`src/rtl/mem_port_arbiter_pkg.sv`:
```
// Shared encodings for the unified memory port arbiter: access sizes and
// the response routing register values.
package mem_port_arbiter_pkg;

  localparam logic [1:0] SIZE_BYTE = 2'b00;
  localparam logic [1:0] SIZE_HALF = 2'b01;
  localparam logic [1:0] SIZE_WORD = 2'b10;

  typedef enum logic [1:0] {
    OWN_NONE = 2'd0,
    OWN_IF   = 2'd1,
    OWN_D    = 2'd2
  } resp_owner_t;

endpackage

```
`src/rtl/mem_port_arbiter_starve_counter.sv`:
```
// Saturating count of consecutive cycles fetch lost to data; only built
// when MEM_ARB_FAIRNESS_EN is defined.
module arb_starve_counter #(
  parameter int STARVE_MAX = 4,
  localparam int CNT_W = $clog2(STARVE_MAX + 1)
) (
  input  logic clk,
  input  logic rst,
  input  logic inc,
  input  logic clr,
  output logic starved
);

  logic [CNT_W-1:0] cnt;

  always_ff @(posedge clk or posedge rst) begin
    if (rst) begin
      cnt <= '0;
    end else if (clr) begin
      cnt <= '0;
    end else if (inc && !starved) begin
      cnt <= cnt + 1'b1;
    end
  end

  assign starved = (cnt == CNT_W'(STARVE_MAX));

endmodule

```
`src/rtl/mem_port_arbiter.sv`:
```
// Full-rate arbiter sharing one memory port between fetch and load/store.
// Optional fetch anti-starvation is enabled by defining MEM_ARB_FAIRNESS_EN.
module mem_port_arbiter
  import mem_port_arbiter_pkg::*;
#(
  parameter int ADDR_W     = 8,
  parameter int DATA_W     = 32,
  parameter int STARVE_MAX = 4
) (
  input  logic              clk,
  input  logic              rst,
  input  logic              if_req,
  input  logic [ADDR_W-1:0] if_addr,
  output logic              if_gnt,
  output logic              if_rvalid,
  output logic [DATA_W-1:0] if_rdata,
  input  logic              d_req,
  input  logic              d_we,
  input  logic [1:0]        d_size,
  input  logic              d_signed,
  input  logic [ADDR_W-1:0] d_addr,
  input  logic [DATA_W-1:0] d_wdata,
  output logic              d_gnt,
  output logic              d_rvalid,
  output logic [DATA_W-1:0] d_rdata,
  output logic              mem_read,
  output logic              mem_write,
  output logic [ADDR_W-1:0] mem_addr,
  output logic [DATA_W-1:0] mem_wdata,
  output logic [1:0]        mem_size,
  output logic              mem_signed,
  input  logic [DATA_W-1:0] mem_rdata,
  output logic              stall_if
);

  // Handshake: a request is held until its gnt is seen in the same cycle;
  // a granted read returns one rvalid pulse in the following cycle.
  resp_owner_t resp_owner, resp_owner_nxt;
  logic        fetch_forced;

`ifdef MEM_ARB_FAIRNESS_EN
  arb_starve_counter #(.STARVE_MAX(STARVE_MAX)) u_starve (
    .clk     (clk),
    .rst     (rst),
    .inc     (if_req & d_gnt),
    .clr     (if_gnt | ~if_req),
    .starved (fetch_forced)
  );
`else
  assign fetch_forced = 1'b0;
`endif

  // Data normally wins (older instruction); a starved fetch takes the contended cycle.
  assign d_gnt    = ~rst & d_req & ~(if_req & fetch_forced);
  assign if_gnt   = ~rst & if_req & (~d_req | fetch_forced);
  assign stall_if = if_req & ~if_gnt;

  always_comb begin
    mem_read       = 1'b0;
    mem_write      = 1'b0;
    mem_addr       = '0;
    mem_wdata      = '0;
    mem_size       = 2'b00;
    mem_signed     = 1'b0;
    resp_owner_nxt = OWN_NONE;
    if (d_gnt) begin
      mem_read   = ~d_we;
      mem_write  = d_we;
      mem_addr   = d_addr;
      mem_wdata  = d_wdata;
      mem_size   = d_size;
      mem_signed = d_signed;
      if (!d_we) resp_owner_nxt = OWN_D;
    end else if (if_gnt) begin
      mem_read       = 1'b1;
      mem_addr       = if_addr;
      mem_size       = SIZE_WORD;
      resp_owner_nxt = OWN_IF;
    end
  end

  always_ff @(posedge clk or posedge rst) begin
    if (rst) begin
      resp_owner <= OWN_NONE;
      if_rdata   <= '0;
      d_rdata    <= '0;
    end else begin
      resp_owner <= resp_owner_nxt;
      if (resp_owner_nxt == OWN_IF) if_rdata <= mem_rdata;
      if (resp_owner_nxt == OWN_D)  d_rdata  <= mem_rdata;
    end
  end

  assign if_rvalid = (resp_owner == OWN_IF);
  assign d_rvalid  = (resp_owner == OWN_D);

endmodule
```
`config.mk`:
```
export PLATFORM = sky130hd
export DESIGN_NAME = mem_port_arbiter
export DESIGN_NICKNAME = d
export VERILOG_FILES = /design/src/rtl/mem_port_arbiter_pkg.sv /design/src/rtl/mem_port_arbiter_starve_counter.sv /design/src/rtl/mem_port_arbiter.sv
export SDC_FILE = /design/constraint.sdc
export NUM_CORES = 1
export LEC_CHECK = 0
export ABC_AREA = 1
export CAP_MARGIN = 0
export CORE_MARGIN = 1.5
export CORE_UTILIZATION = 36
export DETAILED_ROUTE_END_ITERATION = 16
export GPL_ROUTABILITY_DRIVEN = 0
export GPL_TIMING_DRIVEN = 0
export PLACE_DENSITY = 0.8
export SETUP_SLACK_MARGIN = 0.4
export SYNTH_ARGS = -nofsm -noshare
export SYNTH_HDL_FRONTEND = slang
export SYNTH_SLANG_ARGS = --single-unit
```
`constraint.sdc`:
```
create_clock -name clk -period 1.8 [get_ports clk]
set_clock_uncertainty 0.1 [all_clocks]
set_input_delay 0.36 -clock clk [delete_from_list [all_inputs] [get_ports clk]]
set_output_delay 0.36 -clock clk [all_outputs]
set_load 0.005 [all_outputs]
```
==> metrics.log <==
[metrics] Comb power frac: around 30%
[metrics] Final TNS setup: 0 ns
[metrics] cell count after synthesis: roughly 400
[metrics] cell area after synthesis: 3070 um^2
[metrics] number of nets in the synthesized netlist: 486
[metrics] via count: around 3.8k
[metrics] total of warnings raised by yosys: 0
[metrics] final core utilization: around two thirds
[metrics] P_leak: 0.00337 uW
[metrics] clock latency on the worst-skew pair: ~0.33 ns
[metrics] required time of the worst setup path: about 1.3 ns
[metrics] number of primary I/O pins: approximately 200
[metrics] largest net degree at the start of global routing: 76
[metrics] nets: around 760
[metrics] clock root buffer: clkbuf_8
[metrics] portion of the clock cycle consumed by the worst path in the final layout: just over 90%
[metrics] total count of max-transition violations in the final report: 0
[metrics] RSZ-0062 raised after global routing: true
[metrics] multi-input combinational cell area: 1210 um^2
[metrics] internal power: slightly below 3000 uW
[metrics] std cell rows: 33
[metrics] fraction of power consumed by sequential logic: approximately 44%
[metrics] combined flip-flop and latch cell area: between 1500 and 2000 um^2
[metrics] share of total power consumed by net switching: just under 30%
[metrics] global-route wire length before repair: between 15000 and 20000 um
[metrics] Post-Place Cell Area: about 5200 um^2
[metrics] Area growth, synth to finish: 82.9%
[metrics] dpl ws: -0.749 ns
[metrics] number of filler instances in the final layout: between 700 and 800
[metrics] share of the yosys chip area belonging to registers: a little over half
[metrics] effective utilization at floorplan: between 30% and 40%
[metrics] crit path launch type: primary input
[metrics] Vias/cell: 4.85
[metrics] fraction of final layout cells with drive strength greater than 1: around 34%
[metrics] die height: approximately 95 um
[metrics] number of DRC markers after the initial detailed-route iteration: roughly 190
[metrics] clk sink count: between 60 and 70
[metrics] Crit path arrival time: between 1 and 1.5 ns
[metrics] post-layout instance area: between 5000 and 6000 um^2
[metrics] worst voltage drop across the vdd grid: slightly below 0.0004 V
[metrics] Pwr Density: between 700 and 800 nW/um^2
[metrics] minimum clock period: ~1.7 ns
[metrics] WS Path Type: in -> out
[metrics] antenna diode count: 0
[metrics] overall routed net length: 12600 um
[metrics] routed len/inst: roughly 16 um
[metrics] minimum setup slack in the final design: between 0.1 and 0.15 ns
[metrics] Hold Vio Cnt, Final: 0
[metrics] Unique masters post-synth: 14
[metrics] aggregate global-route resource usage: between 20% and 30%
[metrics] Psw: around 1200 uW
[metrics] number of buffers on the longest clock path: 2
[metrics] placed wire-length estimate: 8560 um
[metrics] Max Freq: approximately 600 MHz
[metrics] Avg Synthesized Cell Area: 7.72 um^2
[metrics] final count of negative-setup-slack endpoints: 0
[metrics] number of antenna violations at the first check in global routing: 0
[metrics] CTS tree: yes
[metrics] outcome: completed
[metrics] maximum fanout count along the critical path: 5
[metrics] slew at the pin with the worst max-slew slack: just over 0.5 ns
[metrics] TritonRoute pass-1 iters: 4
[metrics] core region area: 8260 um^2
[metrics] via count of the first global-routing pass: ~3.8k
[metrics] hold slack: ~0.22 ns
[metrics] area of the die: ~9100 um^2
[metrics] clock edge transition at the registers on the reported setup and hold paths: ~0.06 ns
[metrics] worst hold path type: in -> reg
[metrics] portion of total power attributed to the clock network: a little over a quarter
[metrics] number of H-tree levels: 3
[metrics] capturing element type of the critical path: output pin
[metrics] max-cap violation count: 0
[metrics] Congestion Overflow GR: 0
[metrics] hold bufs inserted after CTS: 0
[metrics] TritonCTS buffer count: 9
[metrics] number of remaining DRC errors: 0
[metrics] worst-case headroom to the max-slew limit: 65.3%
[metrics] Detail Route Antenna Nets: 0
[metrics] total of buffers placed on input and output ports: 199
[metrics] register bit count reported by yosys: 66
[metrics] Die X: 95.4 um
-- placed cells by master, fill, tap and decap left out, types with 6 or more instances in the layout --
cell and instances:
buf_2 85, buf_4 48, buf_6 22, clkbuf_1 8, clkbuf_2 27, clkbuf_8 12
clkdlybuf4s15_1 6, clkdlybuf4s50_1 49, dfrtp_1 66, dlygate4sd2_1 19, dlymetal6s2s_1 16, inv_1 39
nand2_1 142, nand3_1 36, nand4_1 32, nor2_1 33
-- synthesized netlist by cell type --
| master | number | area (um^2) |
|---|---|---|
| nand4_1 | 32 | 200 |
| nor2_4 | 1 | 11.3 |
| clkinv_1 | 1 | 3.75 |
| dfrtp_1 | 66 | 1650 |
| nand3_1 | 40 | 200 |
| nand2_1 | 147 | 552 |
| nor2_1 | 38 | 143 |
| nand2_2 | 2 | 12.5 |
| inv_2 | 2 | 7.51 |
| buf_4 | 1 | 7.51 |
| clkbuf_1 | 10 | 37.5 |
| nand3_2 | 1 | 10.0 |
| inv_1 | 40 | 150 |
| buf_2 | 17 | 85.1 |
-- layer usage --
metal	global-route usage, %	wire (um)
met5	0	0
met3	5.90	1020
met4	13.0	468
met2	50.7	6420
met1	28.8	4710
-- flip-flops by register name, summed over array words and instances (netlist names) --
register / flops
d_rdata: 32
if_rdata: 32
resp_owner: 2
-- worst max-delay path, stage by stage --
cell     delay [ns]
buf_8          0.11
nor2_4         0.19
buf_4          0.15
buf_6          0.09
buf_6          0.09
nand3_2        0.05
nand2_1        0.06
buf_2          0.12
-- timing repair --
action / in CTS / in global routing
setup endpoints to repair: 161 / 93
buffers inserted: 41 / 18
pin swaps: 37 / 20
cloned: 4 / 0
gates resized for setup: 457 / 75
-- power groups by stage --
| stage | logic, uW | registers [uW] | clock network (uW) |
|---|---|---|---|
| after floorplan | 343 | 1880 | 0 |
| after global placement | 1220 | 1860 | 0 |
| after detailed placement | 1250 | 1870 | 0 |
| after CTS | 1230 | 1840 | 1100 |
| after global routing | 1360 | 1860 | 1170 |
| final | 1240 | 1840 | 1090 |
-- cell type report --
class	instances	share of cell area, %
Buffer	28	4.59
Clock inverter	3	0.267
Tap cell	105	2.34
Multi-Input combinational cell	262	21.6
Sequential cell	66	29.4
Timing Repair Buffer	261	35.9
Clock buffer	12	2.76
Inverter	43	3.14
-- through the flow --
step	std cells	power, uW
finish	780	4170
global route	780	4400
CTS	762	4170
detailed placement	702	3120
global placement	702	3080
floorplan	398	2220
-- kinds of logic after synthesis --
logic type / after synthesis / synth area share [%]
buffers and inverters: 71 / 9.49
DFF: 66 / 53.8
and+or+nand+nor: 261 / 36.7
-- final timing paths --
path,from,end,slack [ns],depth (start not counted)
setup / recovery,rst,mem_addr[7],0.14,8
hold reg to reg,if_rdata[12]$_DFFE_PP0N_,if_rdata[12]$_DFFE_PP0N_,0.37,2
max in group asynchronous,rst,d_rdata[15]$_DFFE_PP0N_,0.97,5
min in group asynchronous,rst,d_rdata[6]$_DFFE_PP0N_,0.35,5
hold / removal,d_req,d_rdata[8]$_DFFE_PP0N_,0.22,3
setup reg to reg,if_rdata[4]$_DFFE_PP0N_,if_rdata[4]$_DFFE_PP0N_,0.85,4
(Power assumes the default switching activity.)
